[config.mk]
export PLATFORM = sky130hd
export DESIGN_NAME = chaos_keystream_xor
export DESIGN_NICKNAME = d
export VERILOG_FILES = /design/src/rtl/chaos_keystream_xor.sv
export SDC_FILE = /design/constraint.sdc
export NUM_CORES = 1
export LEC_CHECK = 0
export ABC_AREA = 1
export BUFFER_PORTS_ARGS = -buffer_cell sky130_fd_sc_hd__buf_4
export CAP_MARGIN = 0
export CORE_MARGIN = 10
export CORE_UTILIZATION = 50
export CTS_CLUSTER_DIAMETER = 60
export CTS_CLUSTER_SIZE = 24
export DETAILED_ROUTE_END_ITERATION = 12
export PLACE_DENSITY = 0.66
export SLEW_MARGIN = 20
export SYNTH_ARGS = -nofsm -noshare
export SYNTH_HDL_FRONTEND = slang
export SYNTH_SLANG_ARGS = --single-unit
[constraint.sdc]
create_clock -name clk -period 5.6 [get_ports clk]
set_input_delay 1.12 -clock clk [delete_from_list [all_inputs] [get_ports clk]]
set_output_delay 1.12 -clock clk [all_outputs]
set_load 0.03 [all_outputs]
[src/rtl/chaos_keystream_xor.sv]
// Chaotic keystream encryptor: quantizes float samples into key bytes, buffers them, XORs pixel frames.
// Optional macro CIPHER_FEEDBACK_EN adds ciphertext chaining seeded by iv.
module chaos_keystream_xor #(
    parameter int PRECISION    = 32,
    parameter int FRAC_SHIFT   = 16,
    parameter int FIFO_DEPTH   = 64,
    parameter int AFULL_MARGIN = 56,
    parameter int FRAME_PIXELS = 65536
) (
    input  logic                 clk,
    input  logic                 reset,
    input  logic                 sawtooth_valid,
    input  logic [PRECISION-1:0] result,
    output logic                 key_afull,
    output logic                 key_overflow,
    input  logic                 start,
    input  logic [7:0]           iv,
    input  logic                 pixel_tvalid,
    output logic                 pixel_tready,
    input  logic [7:0]           pixel_tdata,
    output logic                 cipher_tvalid,
    input  logic                 cipher_tready,
    output logic [7:0]           cipher_tdata,
    output logic                 cipher_tlast,
    output logic                 frame_done,
    output logic                 busy
);
    localparam int AW    = $clog2(FIFO_DEPTH);
    localparam int CNT_W = (FRAME_PIXELS > 1) ? $clog2(FRAME_PIXELS) : 1;
    localparam logic [AW:0]       FULL_CNT = (AW+1)'(FIFO_DEPTH);
    localparam logic [AW:0]       AFULL_TH = (AW+1)'(FIFO_DEPTH - AFULL_MARGIN);
    localparam logic [CNT_W-1:0]  LAST_IDX = CNT_W'(FRAME_PIXELS - 1);
    localparam logic signed [15:0] S_BIAS  = 16'(FRAC_SHIFT - 150);

    typedef enum logic [1:0] {IDLE, RUN, DRAIN} state_t;

    function automatic logic [7:0] quantize(input logic [31:0] v);
        logic [7:0]         e;
        logic [23:0]        m;
        logic signed [15:0] s;
        logic [23:0]        sh;
        e = v[30:23];
        m = {1'b1, v[22:0]};
        s = $signed({8'd0, e}) + S_BIAS;
        sh = '0;
        if (e == 8'h00 || e == 8'hFF) sh = '0;
        else if (s >= 16'sd8)         sh = '0;
        else if (s >= 16'sd0)         sh = m << s[4:0];
        else if (s > -16'sd24)        sh = m >> 5'(-s);
        quantize = sh[7:0];
    endfunction

    state_t           state, state_next;
    logic             q_vld_p0;
    logic [7:0]       q_byte_p0;
    logic [7:0]       mem [FIFO_DEPTH];
    logic [AW-1:0]    wr_ptr, rd_ptr;
    logic [AW:0]      count, count_next;
    logic             not_empty, full, push, pop, fire, can_emit;
    logic [7:0]       key, c_next;
    logic [CNT_W-1:0] cnt;

    // Stage p0: quantizer register ahead of the FIFO write
    always_ff @(posedge clk) begin
        if (reset) q_vld_p0 <= 1'b0;
        else       q_vld_p0 <= sawtooth_valid;
    end

    always_ff @(posedge clk) begin
        q_byte_p0 <= quantize(result[31:0]);
    end

    // Stage p1: key FIFO
    assign not_empty = (count != '0);
    assign full      = (count == FULL_CNT);
    assign key       = mem[rd_ptr];
    assign pop       = fire;
    // A full FIFO still accepts a write when the same cycle pops a key.
    assign push      = q_vld_p0 & (~full | pop);

    always_comb begin
        count_next = count;
        if (push && !pop)      count_next = count + (AW+1)'(1);
        else if (pop && !push) count_next = count - (AW+1)'(1);
    end

    always_ff @(posedge clk) begin
        if (push) mem[wr_ptr] <= q_byte_p0;
    end

    always_ff @(posedge clk) begin
        if (reset) begin
            wr_ptr       <= '0;
            rd_ptr       <= '0;
            count        <= '0;
            key_afull    <= 1'b0;
            key_overflow <= 1'b0;
        end else begin
            if (push) wr_ptr <= wr_ptr + AW'(1);
            if (pop)  rd_ptr <= rd_ptr + AW'(1);
            count     <= count_next;
            key_afull <= (count_next >= AFULL_TH);
            if (q_vld_p0 && full && !pop) key_overflow <= 1'b1;
        end
    end

    // Stage p2: frame FSM and registered cipher output
    assign can_emit = ~cipher_tvalid | cipher_tready;

    always_comb begin
        state_next   = state;
        pixel_tready = 1'b0;
        fire         = 1'b0;
        case (state)
            IDLE: if (start) state_next = RUN;
            RUN: begin
                pixel_tready = not_empty & can_emit;
                fire         = pixel_tready & pixel_tvalid;
                if (fire && cnt == LAST_IDX) state_next = DRAIN;
            end
            DRAIN: if (cipher_tvalid && cipher_tready) state_next = IDLE;
            default: state_next = IDLE;
        endcase
    end

`ifdef CIPHER_FEEDBACK_EN
    logic [7:0] chain;
    assign c_next = pixel_tdata ^ key ^ chain;

    always_ff @(posedge clk) begin
        if (reset)                      chain <= 8'h00;
        else if (state == IDLE && start) chain <= iv;
        else if (fire)                  chain <= c_next;
    end
`else
    logic unused_iv;
    assign unused_iv = ^iv;
    assign c_next    = pixel_tdata ^ key;
`endif

    always_ff @(posedge clk) begin
        if (reset) begin
            state         <= IDLE;
            cipher_tvalid <= 1'b0;
            cipher_tlast  <= 1'b0;
            cipher_tdata  <= 8'h00;
            frame_done    <= 1'b0;
            cnt           <= '0;
        end else begin
            state      <= state_next;
            frame_done <= 1'b0;
            if (state == IDLE && start) cnt <= '0;
            if (fire) begin
                cipher_tvalid <= 1'b1;
                cipher_tdata  <= c_next;
                cipher_tlast  <= (cnt == LAST_IDX);
                cnt           <= cnt + CNT_W'(1);
            end else if (cipher_tready) begin
                cipher_tvalid <= 1'b0;
                cipher_tlast  <= 1'b0;
            end
            if (state == DRAIN && cipher_tvalid && cipher_tready) frame_done <= 1'b1;
        end
    end

    assign busy = (state != IDLE);

endmodule

==> results.toml <==
[outcome]
status = "finished clean"

[clock_tree]
clock-sinks = 577
ctsHoldBuffers = 0
cts-resized-gates = 0
cts_setup_buffers = 0
clock_path_buffers = 3
cts_inserted_buffers = 35
h-tree-depth = 2
path_clk_slew_ns = 0.08
ctsRootBufferMaster = "clkbuf_16"
clkLatencyLatePin_ns = 0.57
cts_tree = "yes"

[grt]
antenna_found_initial = 0
grt_pass1_vias = 17100
grt_usage_pct = 20.3
overflow = 0
grt_max_degree = 154
grt_pass1_wl_um = 95900

[timing]
timing.final.crit_period_ns = 3.70
tightest_slew_ns = 1.02
finClkSkew_ns = 0.0239
finalHoldViolations = 0
slew_violations = 0
slew_headroom_pct = 31.3
fin_crit_sh_pct = 66.0
setup_viol_count_final = 0
fmax_mhz = 270
fin_tns_setup_ns = 0
rsz0062_at_grt = "false"

[drt]
wl_um = 61600
wire_per_inst_um = 19.5
first_iter_violations = 1804
ant_nets = 0
routed-via-count = 17800
firstDrtPassIters = 5
viasPerCell = 5.64
drc = 0

[finish]
areaGrowthSynthToFinish_pct = 8.40
finalNetCount = 2525
stdcell_area_um2 = 27300
finalNonFillerCells = 3158
layout_commonest_cell = "nand2_1"
final_cell_mix = "nand2_1, nand3_1, edfxtp_1, nor2_1, inv_1"
n_antenna_cell = 0
layout-drive-gt1-share_pct = 7.32

[power]
switching_share_pct = 24.0
p_seq_share_pct = 56.2
p_comb_share_pct = 9.1
switching_power_uw = 2030
peakVddDrop_mv = 0.247
p_leak_uw = 0.0101
powerDensity_nw_per_um2 = 309
power.internal_uw = 6420
p_clk_share_pct = 34.7

[setup_path]
cp-start-kind = "input pin"
critPathMaxFanout = 32
cp-end-kind = "flip-flop"
worstPathArrival_ns = 4.11
path_class = "input pin to flip-flop"
rr_worst_depth = 11
required_ns = 6.01

[placed_design]
placed_area_um2 = 26100
port_buffers = 59
dp.cells = 3096
gp_congestion = 0.873
dpl.hpwl_um = 36800

[yosys]
syn-num-nets = 2546
ys_seq_area_share_pct = 66.1
syn-cell-area_um2 = 25200
synth_edf_count = 512
ys_types = 46
syn_avg_cell_area_um2 = 10.2
yosysWarnings = 0
synth_ff_type = "edfxtp_1"
async_flop_share_pct = 0
synth_seq_cells = 577
synth_cells = 2482

[die]
start_util_pct = 50.4
io_pins = 69
core_area_um2 = 50100
die_y_um = 245
die_w_um = 245
rows = 82
die-area_um2 = 59800

[flow_run]
drv_cap = 0

[hold_path]
hold_depth = 1
hold_path_class = "flip-flop to flip-flop"
==> through the flow <==
stage,total power (uW),setup WS (ns),utilization (%),hold slack (ns)
floorplan,5360,2.60,-,0.412
global placement,5600,1.40,52.1,0.432
detailed placement,5610,1.37,52.1,0.437
CTS,8490,1.98,54.6,0.453
global route,8740,1.57,54.6,0.498
finish,8440,1.90,54.6,0.451
==> state kept, by name (all words and copies together) (netlist names), named ones only <==
register	flops
state	2
mem	512
key_afull	1
rd_ptr	6
key_overflow	1
cnt	16
cipher_tlast	1
cipher_tdata	8
q_byte_p0	8
cipher_tvalid	1
q_vld_p0	1
frame_done	1
wr_ptr	6
count	7
==> routing by layer <==
layer | GRT usage [%] | up-vias | share of wire (%)
met1 | 28.1 | 8511 | 43
met4 | 7.32 | 0 | 3.3
met5 | 0 | - | 0
li1 | - | 8534 | -
met3 | 2.29 | 111 | 7.2
met2 | 32.8 | 640 | 47
==> final timing paths <==
| path | end | slack [ns] | from |
|---|---|---|---|
| max | q_byte_p0[5] | 1.90 | result[23] |
| min | flip-flop | 0.45 | rd_ptr[5] |
| max reg2reg | mem[45][1] | 2.07 | count[0] |
| min reg2reg | flip-flop | 0.45 | rd_ptr[5] |
==> synth_stat cells, types with 5 or more instances <==
master,n,area (um^2)
buf_4,6,45.0
a21oi_1,37,185
ha_1,10,125
o21a_1,11,82.6
xor2_1,7,61.3
nand4_2,5,62.6
nor3_1,12,60.1
nand2_1,828,3110
inv_1,87,327
nand4_1,14,87.6
o211ai_1,16,120
dfxtp_1,65,1300
a31oi_1,5,31.3
nand3_1,513,2570
buf_1,23,86.3
nor2_1,113,424
o21ai_0,57,285
clkbuf_1,46,173
edfxtp_1,512,15400
inv_2,6,22.5
buf_2,62,310
==> area by class of cell <==
| cell class | instances | area [um^2] |
|---|---|---|
| multi-input cells | 1670 | 7570 |
| repair buffers | 79 | 618 |
| fillers | 4492 | 22700 |
| clock buffers | 39 | 933 |
| clock inverters | 23 | 309 |
| flip-flops and latches | 577 | 16700 |
| well taps | 672 | 841 |
| inverters | 98 | 379 |
==> cell families after synthesis <==
family / Yosys count / synth area share, %
AND/OR/NAND/NOR: 1505 / 25.6
flip-flops: 577 / 66.1
buffers and inverters: 235 / 3.90
AO/OA/AOI/OAI: 143 / 3.33
XOR/XNOR: 10 / 0.451
adder cells (fa/ha/maj): 10 / 0.496
multiplexers: 2 / 0.0794
==> critical path: stages <==
cell,delay [ns]
buf_4,0.18
inv_1,0.63
ha_1,0.72
inv_1,0.48
or2_2,0.43
o21ai_0,0.08
nand2_1,0.07
o211ai_1,0.11
nand3_1,0.13
nand2_1,0.11
a21oi_2,0.05
==> power groups by stage <==
stage,Combinational (uW),Clock [uW],Sequential [uW]
2_1_floorplan,476,0,4890
3_3_place_gp,753,0,4840
3_5_place_dp,766,0,4840
4_1_cts,768,2970,4750
5_1_grt,857,3140,4750
6_report,768,2930,4740
Note: power is estimated with default switching activity, not from simulation.
